==> src/rtl/fsm_timer_multi.sv <==
// fsm_timer_multi: prescaled one-shot/periodic down-counter timer with pause and abort.
module fsm_timer_multi #(
    parameter int WIDTH    = 8,
    parameter int PRESCALE = 1
) (
    input  logic             CLK,
    input  logic             RESET,
    input  logic             START,
    input  logic             RESTART,
    input  logic             PAUSE,
    input  logic             MODE,
    input  logic [WIDTH-1:0] PERIOD,
    output logic             RDY,
    output logic             BUSY,
    output logic             TICK,
    output logic [WIDTH-1:0] COUNT
);
    localparam int PW = $clog2(PRESCALE + 1);
    localparam logic [PW-1:0] PRE_MAX = PW'(PRESCALE - 1);

    typedef enum logic [3:0] {
        IDLE    = 4'b0001,
        RUNNING = 4'b0010,
        PAUSED  = 4'b0100,
        EXPIRED = 4'b1000
    } state_t;

    state_t state, state_nx;
    logic [WIDTH-1:0] per, per_nx, count_nx, per_in;
    logic [PW-1:0] pre, pre_nx;
    logic mode, mode_nx, tick_nx, strobe;

    assign per_in = (PERIOD == '0) ? WIDTH'(1) : PERIOD;
    assign strobe = (pre == PRE_MAX);

    always_ff @(posedge CLK) begin
        if (RESET) begin
            state <= IDLE;
            COUNT <= '0;
            pre   <= '0;
            TICK  <= 1'b0;
            per   <= '0;
            mode  <= 1'b0;
        end else begin
            state <= state_nx;
            COUNT <= count_nx;
            pre   <= pre_nx;
            TICK  <= tick_nx;
            per   <= per_nx;
            mode  <= mode_nx;
        end
    end

    // A PAUSED edge with PAUSE low already advances, so a pause costs exactly its length.
    always_comb begin
        state_nx = state;
        count_nx = COUNT;
        pre_nx   = pre;
        tick_nx  = 1'b0;
        per_nx   = per;
        mode_nx  = mode;
        if (RESTART) begin
            state_nx = IDLE;
            count_nx = '0;
            pre_nx   = '0;
        end else begin
            case (state)
                IDLE: if (START) begin
                    state_nx = RUNNING;
                    per_nx   = per_in;
                    mode_nx  = MODE;
                    count_nx = per_in - WIDTH'(1);
                    pre_nx   = '0;
                end
                RUNNING, PAUSED: if (PAUSE) begin
                    state_nx = PAUSED;
                end else begin
                    state_nx = RUNNING;
                    pre_nx   = strobe ? '0 : pre + PW'(1);
                    if (strobe && COUNT != '0) begin
                        count_nx = COUNT - WIDTH'(1);
                    end else if (strobe) begin
                        tick_nx  = 1'b1;
                        count_nx = mode ? per - WIDTH'(1) : '0;
                        state_nx = mode ? RUNNING : EXPIRED;
                    end
                end
                default: ;
            endcase
        end
    end

    always_comb begin
        RDY  = (state == EXPIRED);
        BUSY = (state == RUNNING) || (state == PAUSED);
    end
endmodule

==> config.mk <==
export PLATFORM = sky130hd
export DESIGN_NAME = fsm_timer_multi
export DESIGN_NICKNAME = d
export VERILOG_FILES = /design/src/rtl/fsm_timer_multi.sv
export SDC_FILE = /design/constraint.sdc
export NUM_CORES = 1
export LEC_CHECK = 0
export CAP_MARGIN = 20
export CORE_MARGIN = 10
export CORE_UTILIZATION = 30
export DETAILED_ROUTE_END_ITERATION = 12
export DONT_BUFFER_PORTS = 1
export GPL_ROUTABILITY_DRIVEN = 0
export GPL_TIMING_DRIVEN = 1
export HOLD_SLACK_MARGIN = 0.1
export SLEW_MARGIN = 5
export SYNTH_ARGS = -nofsm -noshare
export SYNTH_HDL_FRONTEND = slang
export SYNTH_SLANG_ARGS = --single-unit
export TNS_END_PERCENT = 20
==> constraint.sdc <==
create_clock -name CLK -period 4.1 [get_ports CLK]
set_input_delay 0.205 -clock CLK [delete_from_list [all_inputs] [get_ports CLK]]
set_output_delay 0.205 -clock CLK [all_outputs]
set_load 0.05 [all_outputs]
==> impl_metrics.csv, run 1 <==
group,metric,value,unit
worst_setup_path,critical_path_arrival,2580,ps
drt,vias,1272,
outcome,run_status,"finished clean",
global_routing,grt_pass1_vias,1271,
worst_setup_path,critPathMaxFanout,14,
worst_setup_path,timing.rr.start,"COUNT[0]",
synth,synthFlopType,"dfxtp_1",
worst_setup_path,crit_required,4290,ps
worst_setup_path,worstSetupStartpointType,"register",
pwr,power.total,0.000519,W
synth,yosys.area.top_type,"dfxtp_1",
cts,numClockSinks,22,
synth,yosysTopAreaCellShare,30.4,%
worst_setup_path,critPathKind,"reg -> reg",
worst_hold_path,hp-start,"PERIOD[3]",
place,io_buffers,0,
timing,fin_skew,6.10,ps
timing,max_freq,0.418,GHz
timing,finalCritPeriodShare,58.3,%
global_routing,grt_pass1_wl,6570,um
floorplan,start_util,30.9,%
cts,clk_latency,260,ps
place,place_hpwl,2870,um
layout,area_growth,9.58,%
cts,cts_resized,0,
timing,rsz0062_at_grt,"false",
cts,cts_inserted_buffers,3,
synth,synth-seq-cells,22,
layout,fillCellCount,506,
global_routing,antenna_found_initial,0,
global_routing,grt_util_all_layers,10.3,%
place,dp_cells,219,
timing,hold_viol,0,
drt,dr.first_iter.drc_count,100,
worst_setup_path,rr_worst_depth,7,
pwr,p_leak,0.567,nW
cts,clkTransAtPathRegs,70,ps
pwr,switching_share,32.8,%
cts,post-cts-setup-buffer-count,0,
floorplan,pin_count,25,
layout,layout_common_cells,"dfxtp_1, nor2_1, nand2_1",
synth,synth_cell_type_count,47,
cts,cts_root_buffer,"clkbuf_8",
layout,drive_above_1_share,8.52,%
pwr,combPwrFrac,25.2,%
timing,fin_tns_setup,0,ps
worst_hold_path,hold-path-endpoint,"per[3]",
floorplan,die_y,89.5,um
worst_setup_path,r2r-end,"COUNT[1]",
global_routing,overflow,0,
worst_hold_path,min_path_type,"in -> reg",
layout,nNetsFinal,195,
floorplan,fp.dieW,89.5,um
synth,synth_async_sr_flop_share,0,%
synth,ys_top_cells_by_area,"dfxtp_1, mux2i_1, xnor2_1",
pwr,power.internal,0.000349,W
timing,timing.hold.ws,105,ps
timing,relSlewSlack,50.6,%
timing,setup_viol,0,
drt,wl_per_cell,16.2,um
synth,synth_area,1450,sq um
timing,period_minus_slack,2390,ps
synth,ys_seq_area_share,30.4,%
pwr,p_per_area,326,nW/um^2
drt,via_per_inst,5.53,
floorplan,rows,25,
place,preCtsSetupSlack,1750,ps
synth,synth.net_count,191,
worst_hold_path,hold_depth,2,
cts,htreeDepth,1,
worst_setup_path,reg2reg_slack,1710,ps
timing,slew_violations,0,
synth,syn_area_per_cell,8.33,sq um
worst_setup_path,end_kind,"register",
pwr,clockPowerShare,26.0,%
cts,tritoncts,"yes",
floorplan,core,4690,sq um
job,maxCapViolCount,0,
floorplan,die_area,8010,sq um
synth,synth_warnings,0,
pwr,seqPwrFrac,48.9,%
drt,first_pass_iters,5,
pwr,vdd_ir_drop_max,154,uV
layout,n_antenna_cell,0,
layout,mostFrequentLayoutCell,"dfxtp_1",
synth,synth_edf_count,0,
timing,setup_ws,1710,ps
global_routing,grt_max_degree,17,
drt,detail-route-antenna-nets,0,
synth,synthCells,174,
drt,wl,3730,um
timing,worst_slew_pin_slew,740,ps
cts,cts.path.max_buffers,2,
layout,fin_cells,230,
pwr,p_switching,0.000170,W
drt,drc,0,
==> cell usage after synthesis, types with 2 or more instances <==
library cell  number
or4b_1             2
nand3_1            2
o32ai_1            2
clkbuf_1           2
a211oi_1           2
xor2_1             5
a21oi_1            5
mux2i_1            8
xnor2_1            8
buf_4              2
o21ai_0            9
buf_2              3
o21ai_1            4
o31ai_1            3
or4_4              2
nor2_1            17
a31oi_1            5
a311oi_1           2
or4_1              2
and3_1             2
inv_1             10
nor4_1             3
nor3b_1            4
nor4b_1            2
nand2_1           11
nor3_1             8
or3_1              5
buf_6              2
ha_1               3
dfxtp_1           22
==> flip-flops by register name, summed over array words and instances (netlist names) <==
name   cells
COUNT      8
per        8
state      4
TICK       1
mode       1
==> routing by layer <==
| layer | wire [um] | GRT usage (%) | up-vias | share of wire, % |
|---|---|---|---|---|
| met2 | 1730 | 16.8 | 44 | 46 |
| met3 | 258 | 2.37 | 5 | 6.9 |
| met1 | 1680 | 12.9 | 584 | 45 |
| li1 | - | - | 639 | - |
| met4 | 58 | 3.90 | 0 | 1.6 |
| met5 | 0 | 0 | - | 0 |
==> stage by stage <==
stage               cell area, sq um  util, %
detailed placement              1470     31.3
global route                    1590     33.9
floorplan                       1450        -
CTS                             1590     33.9
finish                          1590     33.9
global placement                1470     31.3
==> cell type report <==
class	instances	area (sq um)	area share, %
inverters	10	37.5	2.36
flip-flops and latches	22	440	27.7
well taps	54	67.6	4.25
clock buffers	3	41.3	2.60
repair buffers	9	87.6	5.51
multi-input cells	132	915	57.6
==> critical path, cell delays in order, from the launching register on <==
cell     delay (ps)
dfxtp_1         520
inv_1           160
ha_1            190
or3b_1          490
nor3_4          430
nor4b_1         310
nor3_1           90
o22ai_1         140
==> worst max-delay path by stage <==
stage                           to  slack [ps]  cells after the start     start
after floorplan                RDY        1760                      2  state[3]
after global placement    COUNT[0]        1750                      7  COUNT[0]
after detailed placement  COUNT[1]        1750                      7  COUNT[0]
after CTS                 COUNT[1]        1730                      7  COUNT[0]
after global routing      COUNT[3]        1560                      7  COUNT[0]
final                     COUNT[1]        1710                      7  COUNT[0]
==> power groups by stage <==
stage          sequential (W)  combinational (W)  clock, W
2_1_floorplan        0.000252           0.000112         0
3_3_place_gp         0.000259           0.000123         0
3_5_place_dp         0.000259           0.000122         0
6_report             0.000253           0.000131  0.000135
5_1_grt              0.000256           0.000149  0.000150
4_1_cts              0.000254           0.000131  0.000141
==> timing repair <==
| action | CTS | global route |
|---|---|---|
| hold buffers | 8 | 0 |
| endpoints found under the hold margin | 9 | 0 |
| setup endpoints to repair | 0 | 0 |
==> kinds of logic after synthesis <==
kind of cell / after synthesis / share of synthesized area, %
fa+ha+maj: 3 / 2.59
xor+xnor: 13 / 7.85
compound gates: 41 / 19.2
mux: 8 / 5.52
buf+inv: 20 / 6.99
flops: 22 / 30.4
simple gates: 67 / 27.5
Power figures use the tool's default switching activity.
==> inputs of run 2 (changes only) <==
--- a/config.mk
+++ b/config.mk
@@ -5,6 +5,7 @@
 export SDC_FILE = /design/constraint.sdc
 export NUM_CORES = 1
 export LEC_CHECK = 0
+export ABC_AREA = 1
 export CAP_MARGIN = 20
 export CORE_MARGIN = 10
 export CORE_UTILIZATION = 30
==> constraint.sdc (replaced) <==
create_clock -name CLK -period 1.95 [get_ports CLK]
set_input_delay 0.0975 -clock CLK [delete_from_list [all_inputs] [get_ports CLK]]
set_output_delay 0.0975 -clock CLK [all_outputs]
set_load 0.05 [all_outputs]
==> run 2 against run 1 <==
Effect of this change:
- worst hold slack about the same
- sequential power increased by 96%
- register-to-register slack got worse by 1400 ps
- clock-buffer cell count unchanged
- combinational power increased to 2.6 times the previous value
- critical endpoint is now state[3]
==> impl_metrics.csv, run 2 <==
group,metric,value,unit
layout,fillCellCount,532,
synth,synthXorXnorAreaFrac,2.85,%
cts,numClockSinks,22,
worst_setup_path,crit_chain,"inv_1 -> ha_1 -> nand2_1 -> nor2_2 -> inv_2 -> nor3_1 -> nand2_1 -> a21oi_1",
drt,wl_per_cell,11.9,um
worst_setup_path,critPathKind,"reg -> reg",
cts,clkTransAtPathRegs,80,ps
pwr,power.internal,0.000870,W
synth,synth_cell_type_count,27,
synth,syn_area_per_cell,6.14,sq um
pwr,combPwrFrac,26.6,%
worst_setup_path,crit_required,2160,ps
cts,cts_inserted_buffers,3,
layout,final-seq-area,440,sq um
synth,synth-seq-cells,22,
layout,area_growth,22.4,%
drt,detail-route-antenna-nets,0,
drt,wl,4050,um
pwr,p_per_area,675,nW/um^2
cts,cts_resized,0,
synth,synth_area,1540,sq um
drt,via_per_inst,4.54,
floorplan,die_area,8380,sq um
job,maxCapViolCount,0,
synth,synth-adder-area-share,2.44,%
pwr,switching_share,31.4,%
cts,htreeDepth,1,
drt,drc,0,
timing,hold_viol,0,
worst_setup_path,r2r-end,"state[3]",
synth,synth_top_family_by_area,"simple AND/OR/NAND/NOR gates",
layout,reg_top3,"COUNT x8, per x8, state x4",
synth,synthCells,250,
global_routing,grt_pass1_vias,1539,
worst_setup_path,timing.rr.start,"COUNT[0]",
drt,dr.first_iter.drc_count,66,
timing,fin_skew,4.03,ps
pwr,clockPowerShare,34.3,%
timing,finalCritPeriodShare,82.3,%
layout,layout_common_cells,"nand2_1, inv_1, nor2_1",
floorplan,die_y,91.5,um
layout,mostFrequentLayoutCell,"nand2_1",
synth,ys_top_cells_by_area,"dfxtp_1, nand2_1, inv_1",
pwr,p_leak,0.883,nW
cts,post-cts-setup-buffer-count,0,
worst_setup_path,worstSetupStartpointType,"register",
pwr,vdd_ir_drop_max,235,uV
synth,synthFlopType,"dfxtp_1",
worst_setup_path,critical_path_arrival,1810,ps
worst_setup_path,cp.depth,8,
global_routing,overflow,0,
worst_setup_path,critPathBufInv,2,
worst_setup_path,rr_worst_depth,8,
floorplan,core,4850,sq um
synth,ys_seq_area_share,28.7,%
synth,yosysTopAreaCellShare,28.7,%
floorplan,rows,25,
cts,clk_latency,270,ps
worst_setup_path,critPathMaxFanout,7,
place,io_buffers,0,
timing,rsz0062_at_grt,"false",
layout,nNetsFinal,293,
layout,drive_above_1_share,12.7,%
timing,relSlewSlack,57.2,%
global_routing,grt_max_degree,19,
synth,ys_top_cells_by_count,"nand2_1, inv_1, nor2_1",
timing,max_freq,0.623,GHz
global_routing,grt_pass1_wl,7160,um
synth,synth_simple_gate_area_share,42.3,%
floorplan,pin_count,25,
synth,synth_async_sr_flop_share,0,%
synth,synth-compound-area-share,12.1,%
floorplan,fp.dieW,91.5,um
worst_setup_path,end_kind,"register",
worst_setup_path,critPathSlowestCell,"dfxtp_1",
pwr,seqPwrFrac,39.1,%
worst_setup_path,crit_family,"simple AND/OR/NAND/NOR gates",
timing,period_minus_slack,1610,ps
cts,ctsHoldBuffers,11,
synth,yosys.area.top_type,"dfxtp_1",
timing,worst_slew_pin_slew,642,ps
pwr,p_switching,0.000399,W
outcome,run_status,"finished clean",
cts,cts_root_buffer,"clkbuf_8",
worst_hold_path,min_path_type,"in -> reg",
global_routing,grt_util_all_layers,10.1,%
layout,n_antenna_cell,0,
global_routing,antenna_found_initial,0,
synth,synthMuxAreaShare,0,%
timing,setup_viol,0,
synth,synth_most_common_cell,"nand2_1",
pwr,power.total,0.00127,W
worst_hold_path,hold-path-endpoint,"COUNT[5]",
worst_hold_path,hold_depth,4,
floorplan,start_util,31.7,%
synth,synth_edf_count,0,
drt,vias,1554,
timing,slew_violations,0,
worst_setup_path,cp_common_cell,"nand2_1",
worst_hold_path,hp-start,"PERIOD[5]",
synth,synth_warnings,0,
drt,first_pass_iters,4,
cts,cts.path.max_buffers,2,
place,place_hpwl,3260,um
timing,setup_ws,345,ps
layout,multi_input_area,922,sq um
cts,tritoncts,"yes",
synth,synth.net_count,267,
place,preCtsSetupSlack,369,ps
timing,fin_tns_setup,0,ps
worst_setup_path,reg2reg_slack,340,ps
worst_setup_path,slowest_delay,320,ps
## run 2: changes by cell type after synthesis, moves of 8 or more
| cell | before | now |
|---|---|---|
| nand2_1 | 11 | 68 |
| inv_1 | 10 | 40 |
| nand3_1 | 2 | 22 |
| nor2_1 | 17 | 31 |
| mux2i_1 | 8 | 0 |
## run 2: area by class of cell
cell class	count	share of cell area, %
Clock buffer	3	2.20
Clock inverter	1	1.60
Inverter	43	8.59
Multi-Input combinational cell	183	49.1
Sequential cell	22	23.4
Tap cell	67	4.46
Timing Repair Buffer	23	10.7
## run 2: worst max path at each step
stage               startpoint  slack, ps  endpoint
floorplan             COUNT[0]        190  COUNT[4]
global placement      state[2]        390    per[3]
detailed placement    COUNT[0]        370  state[3]
CTS                   COUNT[0]        330  COUNT[7]
global route          COUNT[0]        110  COUNT[0]
finish                COUNT[0]        340  state[3]
## run 2: metrics by stage
step	instances	hold WS (ps)	area (sq um)	utilization [%]
final	342	105	1880	38.8
after floorplan	250	170	1540	-
after global routing	342	144	1880	38.8
after detailed placement	327	173	1700	35.0
after global placement	327	172	1700	35.0
after CTS	342	101	1880	38.8
## run 2: worst reg2reg max path, stage by stage (launching register included)
cell and delay [ps]:
dfxtp_1 320, inv_1 160, ha_1 240, nand2_1 110, nor2_2 190, inv_2 90, nor3_1 220, nand2_1 90
a21oi_1 130
## run 2: kinds of logic (layout without fill, tap and decap cells)
group	after synthesis	after routing
AOI/OAI and AO/OA	33	33
adders and majority gates	3	3
and+or+nand+nor	142	142
xor gates and xnor gates	5	5
DFF	22	22
buffers and inverters	45	70
## run 2: power by group through the flow
stage	combinational, W	sequential (W)	clock (W)
final	0.000337	0.000497	0.000435
after global routing	0.000383	0.000501	0.000453
after CTS	0.000339	0.000497	0.000440
after detailed placement	0.000317	0.000507	0
after global placement	0.000318	0.000508	0
after floorplan	0.000228	0.000530	0
## run 2: per-layer routing
metal  wire (um)  track usage (%)  vias to the layer above
li1            -                -                      838
met1        1940             12.5                      686
met2        1840             16.6                       25
met3         222             2.55                        5
met4          55             3.52                        0
met5           0                0                        -
